$ cat src/rtl/uart_pkg.sv
// Shared UART definitions: FSM state encoding and parity-mode codes.
// The matching transmitter reuses the same codes.
package uart_pkg;

    typedef enum logic [2:0] {
        ST_IDLE   = 3'd0,
        ST_START  = 3'd1,
        ST_DATA   = 3'd2,
        ST_PARITY = 3'd3,
        ST_STOP   = 3'd4
    } uart_state_e;

    typedef enum logic [1:0] {
        PAR_NONE = 2'b00,
        PAR_EVEN = 2'b01,
        PAR_ODD  = 2'b10,
        PAR_RSVD = 2'b11
    } par_mode_e;

    // The reserved code behaves like "no parity".
    function automatic logic parity_enabled(input par_mode_e mode);
        return (mode == PAR_EVEN) || (mode == PAR_ODD);
    endfunction

endpackage

$ cat src/rtl/sync_2ff.sv
// Two-flop synchronizer for a single asynchronous input bit.
module sync_2ff #(
    parameter logic RST_VAL = 1'b1
) (
    input  logic clk,
    input  logic reset,
    input  logic d_i,
    output logic q_o
);

    logic meta_q;
    logic sync_q;

    always_ff @(posedge clk) begin
        if (reset) begin
            meta_q <= RST_VAL;
            sync_q <= RST_VAL;
        end else begin
            meta_q <= d_i;
            sync_q <= meta_q;
        end
    end

    assign q_o = sync_q;

endmodule

$ cat src/rtl/uart_rx_cfg.sv
// Oversampling UART receiver with run-time parity (none/even/odd) and 1/2 stop bits.
// Configuration is captured at frame start; results are registered and held until the next frame.
module uart_rx_cfg
    import uart_pkg::*;
#(
    parameter int unsigned NB_DATA = 8,
    parameter int unsigned S_TICK  = 16
) (
    input  logic               clk,
    input  logic               reset,
    input  logic               rx,
    input  logic               s_tick,
    input  logic [1:0]         cfg_parity,
    input  logic               cfg_stop2,
    output logic               rx_done_tick,
    output logic [NB_DATA-1:0] data_out,
    output logic               parity_err,
    output logic               frame_err
);

    localparam int unsigned TICK_W = $clog2(S_TICK);
    localparam int unsigned IDX_W  = $clog2(NB_DATA + 1);
    localparam logic [TICK_W-1:0] TICK_MID = TICK_W'(S_TICK / 2 - 1);
    localparam logic [TICK_W-1:0] TICK_END = TICK_W'(S_TICK - 1);
    localparam logic [IDX_W-1:0]  IDX_LAST = IDX_W'(NB_DATA - 1);

    logic rx_s;

    uart_state_e          state_q, state_d;
    logic [TICK_W-1:0]    tick_q, tick_d;
    logic [IDX_W-1:0]     idx_q, idx_d;
    logic [NB_DATA-1:0]   shift_q, shift_d;
    par_mode_e            par_mode_q, par_mode_d;
    logic                 stop2_q, stop2_d;
    logic                 stop_idx_q, stop_idx_d;
    logic                 perr_acc_q, perr_acc_d;
    logic                 ferr_acc_q, ferr_acc_d;
    logic                 done_q, done_d;
    logic [NB_DATA-1:0]   data_out_q, data_out_d;
    logic                 parity_err_q, parity_err_d;
    logic                 frame_err_q, frame_err_d;

    logic mid_hit_c;
    logic end_hit_c;
    logic last_stop_c;

    sync_2ff #(
        .RST_VAL (1'b1)
    ) u_sync (
        .clk   (clk),
        .reset (reset),
        .d_i   (rx),
        .q_o   (rx_s)
    );

    assign mid_hit_c   = s_tick && (tick_q == TICK_MID);
    assign end_hit_c   = s_tick && (tick_q == TICK_END);
    assign last_stop_c = !stop2_q || stop_idx_q;

    always_ff @(posedge clk) begin
        if (reset) begin
            state_q <= ST_IDLE;
        end else begin
            state_q <= state_d;
        end
    end

    always_comb begin
        state_d = state_q;
        case (state_q)
            ST_IDLE: begin
                if (!rx_s) state_d = ST_START;
            end
            ST_START: begin
                if (mid_hit_c) state_d = rx_s ? ST_IDLE : ST_DATA;
            end
            ST_DATA: begin
                if (end_hit_c && (idx_q == IDX_LAST)) begin
                    state_d = parity_enabled(par_mode_q) ? ST_PARITY : ST_STOP;
                end
            end
            ST_PARITY: begin
                if (end_hit_c) state_d = ST_STOP;
            end
            ST_STOP: begin
                if (end_hit_c && last_stop_c) state_d = ST_IDLE;
            end
            default: state_d = ST_IDLE;
        endcase
    end

    // Datapath next values; counters only advance on s_tick cycles.
    always_comb begin
        tick_d       = tick_q;
        idx_d        = idx_q;
        shift_d      = shift_q;
        par_mode_d   = par_mode_q;
        stop2_d      = stop2_q;
        stop_idx_d   = stop_idx_q;
        perr_acc_d   = perr_acc_q;
        ferr_acc_d   = ferr_acc_q;
        done_d       = 1'b0;
        data_out_d   = data_out_q;
        parity_err_d = parity_err_q;
        frame_err_d  = frame_err_q;
        case (state_q)
            ST_IDLE: begin
                if (!rx_s) begin
                    tick_d     = '0;
                    par_mode_d = par_mode_e'(cfg_parity);
                    stop2_d    = cfg_stop2;
                end
            end
            ST_START: begin
                if (mid_hit_c) begin
                    tick_d     = '0;
                    idx_d      = '0;
                    stop_idx_d = 1'b0;
                    perr_acc_d = 1'b0;
                    ferr_acc_d = 1'b0;
                end else if (s_tick) begin
                    tick_d = tick_q + TICK_W'(1);
                end
            end
            ST_DATA: begin
                if (end_hit_c) begin
                    tick_d  = '0;
                    shift_d = {rx_s, shift_q[NB_DATA-1:1]};
                    idx_d   = idx_q + IDX_W'(1);
                end else if (s_tick) begin
                    tick_d = tick_q + TICK_W'(1);
                end
            end
            ST_PARITY: begin
                if (end_hit_c) begin
                    tick_d     = '0;
                    perr_acc_d = ((^shift_q) ^ rx_s) != (par_mode_q == PAR_ODD);
                end else if (s_tick) begin
                    tick_d = tick_q + TICK_W'(1);
                end
            end
            ST_STOP: begin
                if (end_hit_c) begin
                    tick_d     = '0;
                    stop_idx_d = 1'b1;
                    ferr_acc_d = ferr_acc_q | ~rx_s;
                    if (last_stop_c) begin
                        done_d       = 1'b1;
                        data_out_d   = shift_q;
                        parity_err_d = perr_acc_q;
                        frame_err_d  = ferr_acc_q | ~rx_s;
                    end
                end else if (s_tick) begin
                    tick_d = tick_q + TICK_W'(1);
                end
            end
            default: begin
                tick_d = '0;
            end
        endcase
    end

    always_ff @(posedge clk) begin
        if (reset) begin
            tick_q       <= '0;
            idx_q        <= '0;
            shift_q      <= '0;
            par_mode_q   <= PAR_NONE;
            stop2_q      <= 1'b0;
            stop_idx_q   <= 1'b0;
            perr_acc_q   <= 1'b0;
            ferr_acc_q   <= 1'b0;
            done_q       <= 1'b0;
            data_out_q   <= '0;
            parity_err_q <= 1'b0;
            frame_err_q  <= 1'b0;
        end else begin
            tick_q       <= tick_d;
            idx_q        <= idx_d;
            shift_q      <= shift_d;
            par_mode_q   <= par_mode_d;
            stop2_q      <= stop2_d;
            stop_idx_q   <= stop_idx_d;
            perr_acc_q   <= perr_acc_d;
            ferr_acc_q   <= ferr_acc_d;
            done_q       <= done_d;
            data_out_q   <= data_out_d;
            parity_err_q <= parity_err_d;
            frame_err_q  <= frame_err_d;
        end
    end

    assign rx_done_tick = done_q;
    assign data_out     = data_out_q;
    assign parity_err   = parity_err_q;
    assign frame_err    = frame_err_q;

endmodule

$ cat config.mk
export PLATFORM = sky130hd
export DESIGN_NAME = uart_rx_cfg
export DESIGN_NICKNAME = d
export VERILOG_FILES = /design/src/rtl/uart_pkg.sv /design/src/rtl/sync_2ff.sv /design/src/rtl/uart_rx_cfg.sv
export SDC_FILE = /design/constraint.sdc
export NUM_CORES = 1
export LEC_CHECK = 0
export ABC_AREA = 1
export BUFFER_PORTS_ARGS = -buffer_cell sky130_fd_sc_hd__buf_4
export CAP_MARGIN = 40
export CORE_ASPECT_RATIO = 2
export CORE_MARGIN = 1
export CORE_UTILIZATION = 36
export CTS_BUF_LIST = sky130_fd_sc_hd__clkbuf_4 sky130_fd_sc_hd__clkbuf_8
export DETAILED_ROUTE_END_ITERATION = 16
export GPL_ROUTABILITY_DRIVEN = 0
export HOLD_SLACK_MARGIN = 0.08
export PLACE_DENSITY_LB_ADDON = 0.08
export REMOVE_ABC_BUFFERS = 1
export SYNTH_ARGS = -nofsm -noshare
export SYNTH_HDL_FRONTEND = slang
export SYNTH_SLANG_ARGS = --single-unit
$ cat constraint.sdc
create_clock -name clk -period 3.2 [get_ports clk]
set_input_delay 0.48 -clock clk [delete_from_list [all_inputs] [get_ports clk]]
set_output_delay 0.48 -clock clk [all_outputs]
set_load 0.03 [all_outputs]
==> results by group, run 1 <==
Status
  • Outcome: finished clean

Logic synthesis
  • Seq/Total Area, Yosys: 42.2%
  • Syn Inst Count: 245
  • Post-synth top area share: 42.2%
  • Ys Warns: 0
  • Yosys reg bits: 38
  • Synth unique cells: 29
  • Synth Area per Inst: 7.36 um2
  • Synth area leaders: dfxtp_1 (42%), nand2_1 (9.4%), a21oi_1 (8.0%)
  • Area leader, netlist: dfxtp_1
  • Netlist Area Pre-Place: 1800 um2

Setup path
  • Worst reg2reg path depth: 8
  • Flop-to-flop setup slack: 1410 ps
  • Worst EP required: 3380 ps
  • Reg2reg start: tick_q[0]$_SDFFE_PP0P_
  • Crit path from: tick_q[0]$_SDFFE_PP0P_
  • Worst Setup EP: parity_err$_SDFFE_PP0P_
  • Crit Reg-Reg Endpoint: parity_err$_SDFFE_PP0P_
  • CP Launch Type: flop
  • WS Path Type: reg -> reg
  • WP data arrival: 1960 ps
  • Crit-path max FO: 14
  • Crit end category: flop

Timing
  • RSZ-0062 raised after global routing: false
  • Fin. max-slew vios: 0
  • Max_slew headroom: 71.3%
  • Post-route minimum period: 1790 ps
  • Setup WS post-layout: 1410 ps
  • Final setup viols: 0
  • Layout Skew: 9.60 ps
  • Final period util: 55.8%
  • Fmax: 560 MHz
  • Final Hold Viols: 0
  • Setup tns final: 0 ps
  • Worst slew pin tran: 430 ps

GRT
  • Global route overflow: 0
  • Largest net degree at the start of global routing: 24
  • Global-route usage over all layers: 18.0%
  • First-pass GRT wire length: 6930 um
  • Vias in the first global route: 1532
  • Initial antenna violation count: 0

Layout
  • Sequential cell area: 761 um2
  • Area occupied by multi-input gates: 895 um2
  • Layout cells sized above 1: 16.0%
  • ANT cells: 0
  • Area growth from synthesis to layout: 14.4%
  • FILL cells: 513
  • Post-layout net count: 272

Drt
  • Via total after detailed routing: 1560
  • Post-route antenna net violation count: 0
  • Pre-antenna DRT Iters: 4
  • Final WL: 4090 um
  • WL/cell: 12.8 um
  • Drt drc: 0
  • Vias per inst: 4.88
  • Starting DRT DRC Count: 19

Run
  • Max cap viols: 0

Die
  • Core box area: 4820 um2
  • Chip Height: 102 um
  • I/O pins: 18
  • Initial Utilization: 37.4%
  • Die Width: 52.0 um
  • Std-Cell Rows: 36
  • Total die area: 5310 um2

CTS
  • Skew-Pair Late Insertion Delay: 290 ps
  • Clock-pin slew on the worst setup and hold paths: 80 ps
  • TritonCTS Buffers: 5
  • Htree depth: 2
  • Setup Fix Bufs, Post-CTS: 0
  • Resize count post-CTS: 0
  • Clock Tree Buf Depth: 2
  • Hold-fix buffers, CTS: 0
  • Root Driver: clkbuf_8
  • TritonCTS clock tree: built
  • CTS sink cnt: 38

Power and ir drop
  • Power Density: 476 nW/um2
  • Lkg Pwr: 0.892 nW
  • VDD IR max: 0.233 mV

Placed design
  • Pre-CTS setup slack: 1370 ps
  • Final HPWL DP: 3140 um
  • IO buf count: 17

Worst hold path
  • Min-delay worst type: in -> reg
## worst max-delay path, cell delays in order (launching register included)
cell and delay [ps]:
dfxtp_1 360, ha_1 190, nand3_2 120, nor2_2 150, inv_2 120, nor2_4 250, nand2_1 280, nand2_1 130
a21oi_1 70
## kinds of logic (layout without fill, tap and decap cells)
| kind of cell | Yosys count | count (layout) | synth area share [%] |
|---|---|---|---|
| adder cells (fa/ha/maj) | 3 | 3 | 2.08 |
| buffers and inverters | 37 | 55 | 8.19 |
| flip-flops | 38 | 38 | 42.2 |
| XOR/XNOR | 7 | 7 | 3.40 |
| AND/OR/NAND/NOR | 105 | 105 | 27.2 |
| AO/OA/AOI/OAI | 55 | 55 | 16.9 |
## Yosys cell counts
cell type / number
o21ai_4: 1
buf_2: 1
inv_2: 4
a21oi_1: 29
buf_4: 2
nor2_4: 3
or2_0: 1
nor2_2: 1
xnor2_1: 3
or2_2: 4
o21ai_2: 1
nand2_1: 45
nand3_1: 19
nor2_1: 23
nor3_1: 5
nand2_2: 1
xor2_1: 4
a22oi_1: 3
nand3_2: 1
nand3b_1: 1
o21ai_0: 16
o22ai_1: 2
o211ai_1: 2
clkbuf_1: 4
o21ai_1: 1
nor2_8: 1
ha_1: 3
dfxtp_1: 38
inv_1: 26
## where the power goes
| part | switching, mW | internal, mW | total [mW] |
|---|---|---|---|
| clock | 0.173 | 0.173 | 0.346 |
| combinational | 0.0908 | 0.0457 | 0.137 |
| sequential | 0.0127 | 0.486 | 0.499 |
## flip-flops by register name, summed over array words and instances (netlist names)
signal	count
data_out	8
ferr_acc_q	1
frame_err	1
idx_q	4
par_mode_q	2
parity_err	1
perr_acc_q	1
rx_done_tick	1
shift_q	8
state_q	3
stop2_q	1
stop_idx_q	1
tick_q	4
u_sync.meta_q	1
u_sync.q_o	1
## metrics by stage
| stage | hold slack, ps | std cells | power (mW) | util (%) | area [um2] |
|---|---|---|---|---|---|
| after floorplan | 389 | 238 | 0.604 | - | 1770 |
| after global placement | 391 | 312 | 0.646 | 40.8 | 1970 |
| after detailed placement | 394 | 312 | 0.646 | 40.8 | 1970 |
| after CTS | 358 | 320 | 1.00 | 42.8 | 2060 |
| after global routing | 361 | 320 | 1.04 | 42.8 | 2060 |
| final | 372 | 320 | 0.981 | 42.8 | 2060 |
## routing by layer
| layer | up-vias | routed length, um | track usage, % |
|---|---|---|---|
| li1 | 827 | - | - |
| met4 | 0 | 165 | 11.0 |
| met1 | 701 | 1490 | 16.0 |
| met3 | 11 | 76 | 3.57 |
| met5 | - | 0 | 0 |
| met2 | 21 | 2360 | 34.7 |
## area by class of cell
type                            count  area share [%]
Inverter                           30            5.46
Clock inverter                      2           0.607
Sequential cell                    38            36.9
Timing Repair Buffer               17            6.19
Tap cell                           57            3.46
Clock buffer                        6            4.00
Multi-Input combinational cell    170            43.4
## placed cells by master, fill, tap and decap left out, drive strengths merged
master / n
nand2: 46
dfxtp: 38
inv: 30
a21oi: 29
nor2: 28
nand3: 20
o21ai: 19
buf: 17
clkbuf: 6
nor3: 5
or2: 5
xor2: 4
a22oi: 3
xnor2: 3
ha: 3
o22ai: 2
o211ai: 2
nand3b: 1
clkinvlp: 1
clkinv: 1
## how the worst min path moves through the flow
stage	from	to	slack (ps)	cells past startpoint
after detailed placement	u_sync.meta_q$_SDFF_PP1_	u_sync.q_o$_SDFF_PP1_	390	1
after floorplan	u_sync.meta_q$_SDFF_PP1_	u_sync.q_o$_SDFF_PP1_	390	1
after global placement	u_sync.meta_q$_SDFF_PP1_	u_sync.q_o$_SDFF_PP1_	390	1
after global routing	rx	u_sync.meta_q$_SDFF_PP1_	360	2
after CTS	rx	u_sync.meta_q$_SDFF_PP1_	360	2
final	rx	u_sync.meta_q$_SDFF_PP1_	370	2
Power figures use the tool's default switching activity.
==> inputs of run 2 (changes only) <==
==> constraint.sdc (replaced) <==
create_clock -name clk -period 1.6 [get_ports clk]
set_input_delay 0.24 -clock clk [delete_from_list [all_inputs] [get_ports clk]]
set_output_delay 0.24 -clock clk [all_outputs]
set_load 0.03 [all_outputs]
==> results by group, run 2 (synthesis results as in run 1) <==
CTS
  • Skew-Pair Late Insertion Delay: 290 ps (about the same)
  • Clock Tree Buf Depth: 2 (unchanged)
  • CTS sink cnt: 38 (unchanged)
  • TritonCTS clock tree: built
  • Htree depth: 2 (unchanged)
  • Hold-fix buffers, CTS: 0 (unchanged)
  • Clock-pin slew on the worst setup and hold paths: 80 ps (about the same)
  • Root Driver: clkbuf_8
  • TritonCTS Buffers: 5 (unchanged)

Power and ir drop
  • VDD IR max: 0.635 mV (+170%)
  • Power Density: 1030 nW/um2 (+120%)
  • Lkg Pwr: 0.962 nW (+7.9%)

Drt
  • Final WL: 4480 um (+9.5%)
  • WL/cell: 13.6 um (+6.2%)
  • Vias per inst: 4.87 (-0.11%)
  • Via total after detailed routing: 1607 (+3.0%)
  • Starting DRT DRC Count: 6 (-13)
  • Drt drc: 0 (unchanged)
  • Pre-antenna DRT Iters: 4 (unchanged)
  • Post-route antenna net violation count: 0 (unchanged)

Layout
  • Area occupied by multi-input gates: 937 um2 (+4.8%)
  • Layout cells sized above 1: 22.0% (+6.0 points)
  • Leading cell type in the layout, fill and taps excluded: nand2_1
  • Post-layout net count: 282 (+3.7%)
  • Final Instance Area: 2230 um2 (+8.1%)
  • Fin cells: 330 (+3.1%)
  • Sequential cell area: 766 um2 (+0.66%)
  • FILL cells: 512 (-0.19%)
  • ANT cells: 0 (unchanged)
  • Area growth from synthesis to layout: 23.7%
  • Commonest cells after routing, fill and taps aside: nand2_1 (43), dfxtp_1 (36), a21oi_1 (29), buf_4 (27), inv_1 (25)

Timing
  • Setup WS post-layout: 88.1 ps (-1330 ps)
  • Fin. max-slew vios: 0 (unchanged)
  • Fmax: 661 MHz (+18%)
  • Max_slew headroom: 70.9% (-0.42 points)
  • Final Hold Viols: 0 (unchanged)
  • Final period util: 94.5% (+39 points)
  • Post-route minimum period: 1510 ps (-274 ps)
  • Layout Skew: 6.29 ps (-3.31 ps)
  • Hold Worst Slack: 125 ps (-247 ps)
  • Worst slew pin tran: 437 ps (+6.35 ps)
  • Setup tns final: 0 ps (unchanged)
  • RSZ-0062 raised after global routing: true
  • Final setup viols: 0 (unchanged)

Setup path
  • Largest stage delay, worst path: 370 ps (about the same)
  • Crit end category: flop
  • CP Launch Type: flop
  • Crit-path leading delay family: simple AND/OR/NAND/NOR gates
  • Worst reg2reg path depth: 8 (unchanged)
  • Most frequent CP cell: nor2_4
  • Crit-path max FO: 11 (-3)
  • Worst Setup EP: data_out[1]$_SDFFE_PP0P_
  • Reg2reg start: tick_q[0]$_SDFFE_PP0P_
  • Worst-path cell chain: ha_4 > nand3_4 > nor2_4 > inv_4 > nor2_4 > buf_4 > nand3_1 > a21oi_1
  • Slowest cell on the critical path: dfxtp_4
  • WP data arrival: 1740 ps (-220 ps)
  • Crit path from: tick_q[0]$_SDFFE_PP0P_
  • Worst EP required: 1830 ps (-1550 ps)
  • Flop-to-flop setup slack: 90 ps (-1330 ps)
  • WS Path Type: reg -> reg
  • Crit Reg-Reg Endpoint: data_out[1]$_SDFFE_PP0P_
  • CP Depth: 8 (unchanged)
  • Worst path bufs/invs: 2 (+1)

Placed design
  • Placed cell area: 2030 um2 (+3.1%)
  • Final HPWL DP: 3370 um (+7.3%)
  • Pre-CTS setup slack: -6.79 ps (-1370 ps)
  • IO buf count: 17 (unchanged)
  • Placed insts: 320 (+2.6%)

GRT
  • Global-route usage over all layers: 18.6% (+0.55 points)
  • Vias in the first global route: 1559 (+1.8%)
  • First-pass GRT wire length: 7040 um (+1.7%)
  • Initial antenna violation count: 0 (unchanged)
  • Largest net degree at the start of global routing: 23 (-4.2%)
  • Global route overflow: 0 (unchanged)

Die
  • Total die area: 5310 um2 (unchanged)
  • Std-Cell Rows: 36 (unchanged)
  • I/O pins: 18 (unchanged)
  • Core box area: 4820 um2 (unchanged)
  • Initial Utilization: 37.4% (unchanged)
  • Die Width: 52.0 um (unchanged)
  • Chip Height: 102 um (unchanged)

Run
  • Max cap viols: 0 (unchanged)

Status
  • Outcome: finished clean

Worst hold path
  • Min-delay worst type: in -> reg
## run 2: cell types whose count changed in the layout (fill, tap and decap cells not counted), moves of 2 or more
cell,before,now
buf_4,17,27
bufinv_16,0,2
dfxtp_1,38,36
nand2_1,45,43
## run 2: metal layers
layer	up-vias	global-route usage, %	part of all wire, %
met5	-	0	0
met3	9	3.13	1.7
met4	0	9.77	2.8
li1	851	-	-
met2	15	37.2	61
met1	732	16.3	35
## run 2: power by group
| part | switching (mW) | internal [mW] |
|---|---|---|
| Sequential | 0.0283 | 0.973 |
| Clock | 0.359 | 0.625 |
| Combinational | 0.195 | 0.127 |
| Total | 0.582 | 1.72 |
## run 2: through the flow
step	util, %	power [mW]
final	46.3	2.31
after floorplan	-	1.21
after global routing	46.3	2.43
after global placement	42.1	1.33
after detailed placement	42.1	1.33
after CTS	45.0	2.33
## run 2: worst register-to-register path, cell delays in order (launching register included)
cell and delay [ps]:
dfxtp_4 370, ha_4 150, nand3_4 110, nor2_4 140, inv_4 80, nor2_4 120, buf_4 190, nand3_1 130
a21oi_1 170
## run 2: area by class of cell
type                       instances  share of cell area (%)
multi-input combinational        170                    42.0
sequential                        38                    34.3
clock inverter                     3                    3.09
inverter                          30                    5.16
timing repair buffer              27                    9.09
tap                               57                    3.20
clock buffer                       5                    3.09
## run 2: how the worst min path moves through the flow
stage,depth (start not counted),slack (ps),to,from
4_1_cts,2,120,u_sync.meta_q$_SDFF_PP1_,rx
3_3_place_gp,1,390,u_sync.q_o$_SDFF_PP1_,u_sync.meta_q$_SDFF_PP1_
3_5_place_dp,1,400,u_sync.q_o$_SDFF_PP1_,u_sync.meta_q$_SDFF_PP1_
2_1_floorplan,1,310,data_out[0]$_SDFFE_PP0P_,reset
6_report,2,130,u_sync.meta_q$_SDFF_PP1_,rx
5_1_grt,2,120,u_sync.meta_q$_SDFF_PP1_,rx
## run 2: what timing repair did
item | in CTS | in global routing
endpoints found under the setup margin | 2 | 24
pin swaps | 0 | 3
gates resized for setup | 1 | 14
buffers inserted | 0 | 2
==> inputs of run 3 (changes only) <==
--- a/config.mk
+++ b/config.mk
@@ -8,6 +8,8 @@
 export ABC_AREA = 1
 export BUFFER_PORTS_ARGS = -buffer_cell sky130_fd_sc_hd__buf_4
 export CAP_MARGIN = 40
+export CELL_PAD_IN_SITES_DETAIL_PLACEMENT = 1
+export CELL_PAD_IN_SITES_GLOBAL_PLACEMENT = 1
 export CORE_ASPECT_RATIO = 2
 export CORE_MARGIN = 1
 export CORE_UTILIZATION = 36
==> constraint.sdc (replaced) <==
create_clock -name clk -period 1.3 [get_ports clk]
set_input_delay 0.195 -clock clk [delete_from_list [all_inputs] [get_ports clk]]
set_output_delay 0.195 -clock clk [all_outputs]
set_load 0.03 [all_outputs]
==> results by group, run 3 (synthesis results as in run 1) <==
Timing
  • Fin. max-slew vios: 0 (unchanged)
  • Layout Skew: 6.32 ps (+0.0257 ps)
  • Final period util: 114% (+19 points)
  • Hold Worst Slack: 88.3 ps (-36.7 ps)
  • Final setup viols: 32 (+32)
  • Fmax: 675 MHz (+2.1%)
  • RSZ-0062 raised after global routing: true
  • Setup WS post-layout: -181 ps (-270 ps)
  • Final Hold Viols: 0 (unchanged)
  • Max_slew headroom: 81.4% (+11 points)
  • Post-route minimum period: 1480 ps (-30.4 ps)
  • Worst slew pin tran: 278 ps (-158 ps)

GRT
  • First-pass GRT wire length: 8670 um (+23%)
  • Global-route usage over all layers: 23.0% (+4.5 points)
  • Global route overflow: 0 (unchanged)
  • Initial antenna violation count: 0 (unchanged)
  • Largest net degree at the start of global routing: 19 (-17%)
  • Vias in the first global route: 1962 (+26%)

Die
  • Die Width: 52.0 um (unchanged)
  • Initial Utilization: 37.4% (unchanged)
  • I/O pins: 18 (unchanged)
  • Core box area: 4820 um2 (unchanged)
  • Std-Cell Rows: 36 (unchanged)
  • Chip Height: 102 um (unchanged)
  • Total die area: 5310 um2 (unchanged)

Power and ir drop
  • Lkg Pwr: 1.17 nW (+21%)
  • Tot Pwr: 3.03 mW (+31%)
  • VDD IR max: 0.949 mV (+50%)
  • Power Density: 1150 nW/um2 (+11%)

Layout
  • Final core utilization: 54.8% (+8.5 points)
  • Post-layout net count: 318 (+13%)
  • Area growth from synthesis to layout: 46.4%
  • Final Instance Area: 2640 um2 (+18%)
  • ANT cells: 0 (unchanged)
  • FILL cells: 588 (+15%)
  • Leading cell type in the layout, fill and taps excluded: buf_4
  • Commonest cells after routing, fill and taps aside: buf_4 (58), nand2_1 (33), dfxtp_1 (33), inv_1 (23), a21oi_1 (22)
  • Layout cells sized above 1: 41.7% (+20 points)

Setup path
  • Worst reg2reg path depth: 9 (+1)
  • Crit-path max FO: 5 (-6)
  • Crit end category: flop
  • WS Path Type: reg -> reg
  • Crit path from: tick_q[1]$_SDFFE_PP0P_
  • Worst Setup EP: state_q[0]$_SDFFE_PP0P_
  • Flop-to-flop setup slack: -180 ps (-270 ps)
  • Reg2reg start: tick_q[1]$_SDFFE_PP0P_
  • CP Launch Type: flop
  • Worst EP required: 1530 ps (-300 ps)
  • Crit Reg-Reg Endpoint: state_q[0]$_SDFFE_PP0P_
  • WP data arrival: 1720 ps (-20 ps)

Drt
  • WL/cell: 15.1 um (+11%)
  • Pre-antenna DRT Iters: 4 (unchanged)
  • Drt drc: 0 (unchanged)
  • Via total after detailed routing: 1831 (+14%)
  • Vias per inst: 5.00 (+2.7%)
  • Starting DRT DRC Count: 22 (+16)
  • Final WL: 5510 um (+23%)
  • Post-route antenna net violation count: 0 (unchanged)

CTS
  • Htree depth: 2 (unchanged)
  • Clock-pin slew on the worst setup and hold paths: 80 ps (about the same)
  • TritonCTS Buffers: 5 (unchanged)
  • Root Driver: clkbuf_8
  • TritonCTS clock tree: built
  • Clock Tree Buf Depth: 2 (unchanged)
  • CTS sink cnt: 38 (unchanged)
  • Skew-Pair Late Insertion Delay: 300 ps (about the same)

Placed design
  • Placed cell area: 2260 um2 (+11%)
  • IO buf count: 17 (unchanged)
  • Final HPWL DP: 4090 um (+21%)

Worst hold path
  • Hold Path Depth: 2 (unchanged)
  • Min-delay worst type: in -> reg

Status
  • Outcome: finished with violations
  • Failing checks: negative setup slack

Run
  • Max cap viols: 0 (unchanged)
[run 3: cell types whose count changed in the layout (fill, tap and decap cells not counted), moves of 4 or more]
cell,before,now
a21oi_1,29,22
a21oi_2,0,7
buf_4,27,58
buf_6,0,4
dfxtp_2,1,5
nand2_1,43,33
nand2_2,2,12
nor2_1,22,17
o21ai_0,15,9
o21ai_1,2,7
[run 3: how the worst min path moves through the flow]
stage	startpoint	to	slack [ps]
after global routing	reset	idx_q[3]$_SDFFE_PP0P_	90
after floorplan	reset	data_out[0]$_SDFFE_PP0P_	260
final	reset	idx_q[3]$_SDFFE_PP0P_	90
after global placement	rx	u_sync.meta_q$_SDFF_PP1_	380
after CTS	reset	idx_q[1]$_SDFFE_PP0P_	90
after detailed placement	rx	u_sync.meta_q$_SDFF_PP1_	380
[run 3: metrics by stage]
| step | std cells | setup slack (ps) | TNS (ps) |
|---|---|---|---|
| finish | 366 | -181 | -3880 |
| CTS | 362 | -167 | -3860 |
| global route | 366 | -262 | -6560 |
| floorplan | 238 | -238 | -3830 |
| detailed placement | 351 | -285 | -6050 |
| global placement | 351 | -240 | -4420 |
[run 3: worst max-delay path, cell delays in order (launching register included)]
cell and delay, ps:
dfxtp_2 360, ha_4 150, nand3_4 110, nor2_4 150
inv_4 80, nand2_2 90, nand2_4 80, nor2_4 130
nand3b_1 120, a21oi_2 150
[run 3: cell type report]
type	instances	area, um2	area share, %
Sequential cell	38	767	29.1
Clock inverter	3	68.8	2.61
Multi-Input combinational cell	170	1050	40.0
Tap cell	57	71.3	2.70
Timing Repair Buffer	63	490	18.6
Clock buffer	5	68.8	2.61
Inverter	30	118	4.46
[run 3: where the power goes]
| group | switching (mW) | internal, mW |
|---|---|---|
| registers | 0.0339 | 1.20 |
| clock network | 0.467 | 0.769 |
| logic | 0.316 | 0.246 |
[run 3: timing repair]
item | in CTS | in global routing
endpoints found under the hold margin | 1 | 0
gates resized for setup | 37 | 25
endpoints found under the setup margin | 34 | 36
setup buffers | 2 | 4
hold buffers | 1 | 0
pin swaps | 13 | 6
[run 3: metal layers]
| metal | vias up | wire [um] | GRT usage [%] | share of wire [%] |
|---|---|---|---|---|
| met5 | - | 0 | 0 | 0 |
| met1 | 872 | 1770 | 17.7 | 32 |
| met3 | 15 | 88 | 4.02 | 1.6 |
| li1 | 922 | - | - | - |
| met4 | 0 | 265 | 15.6 | 4.8 |
| met2 | 22 | 3390 | 47.1 | 62 |
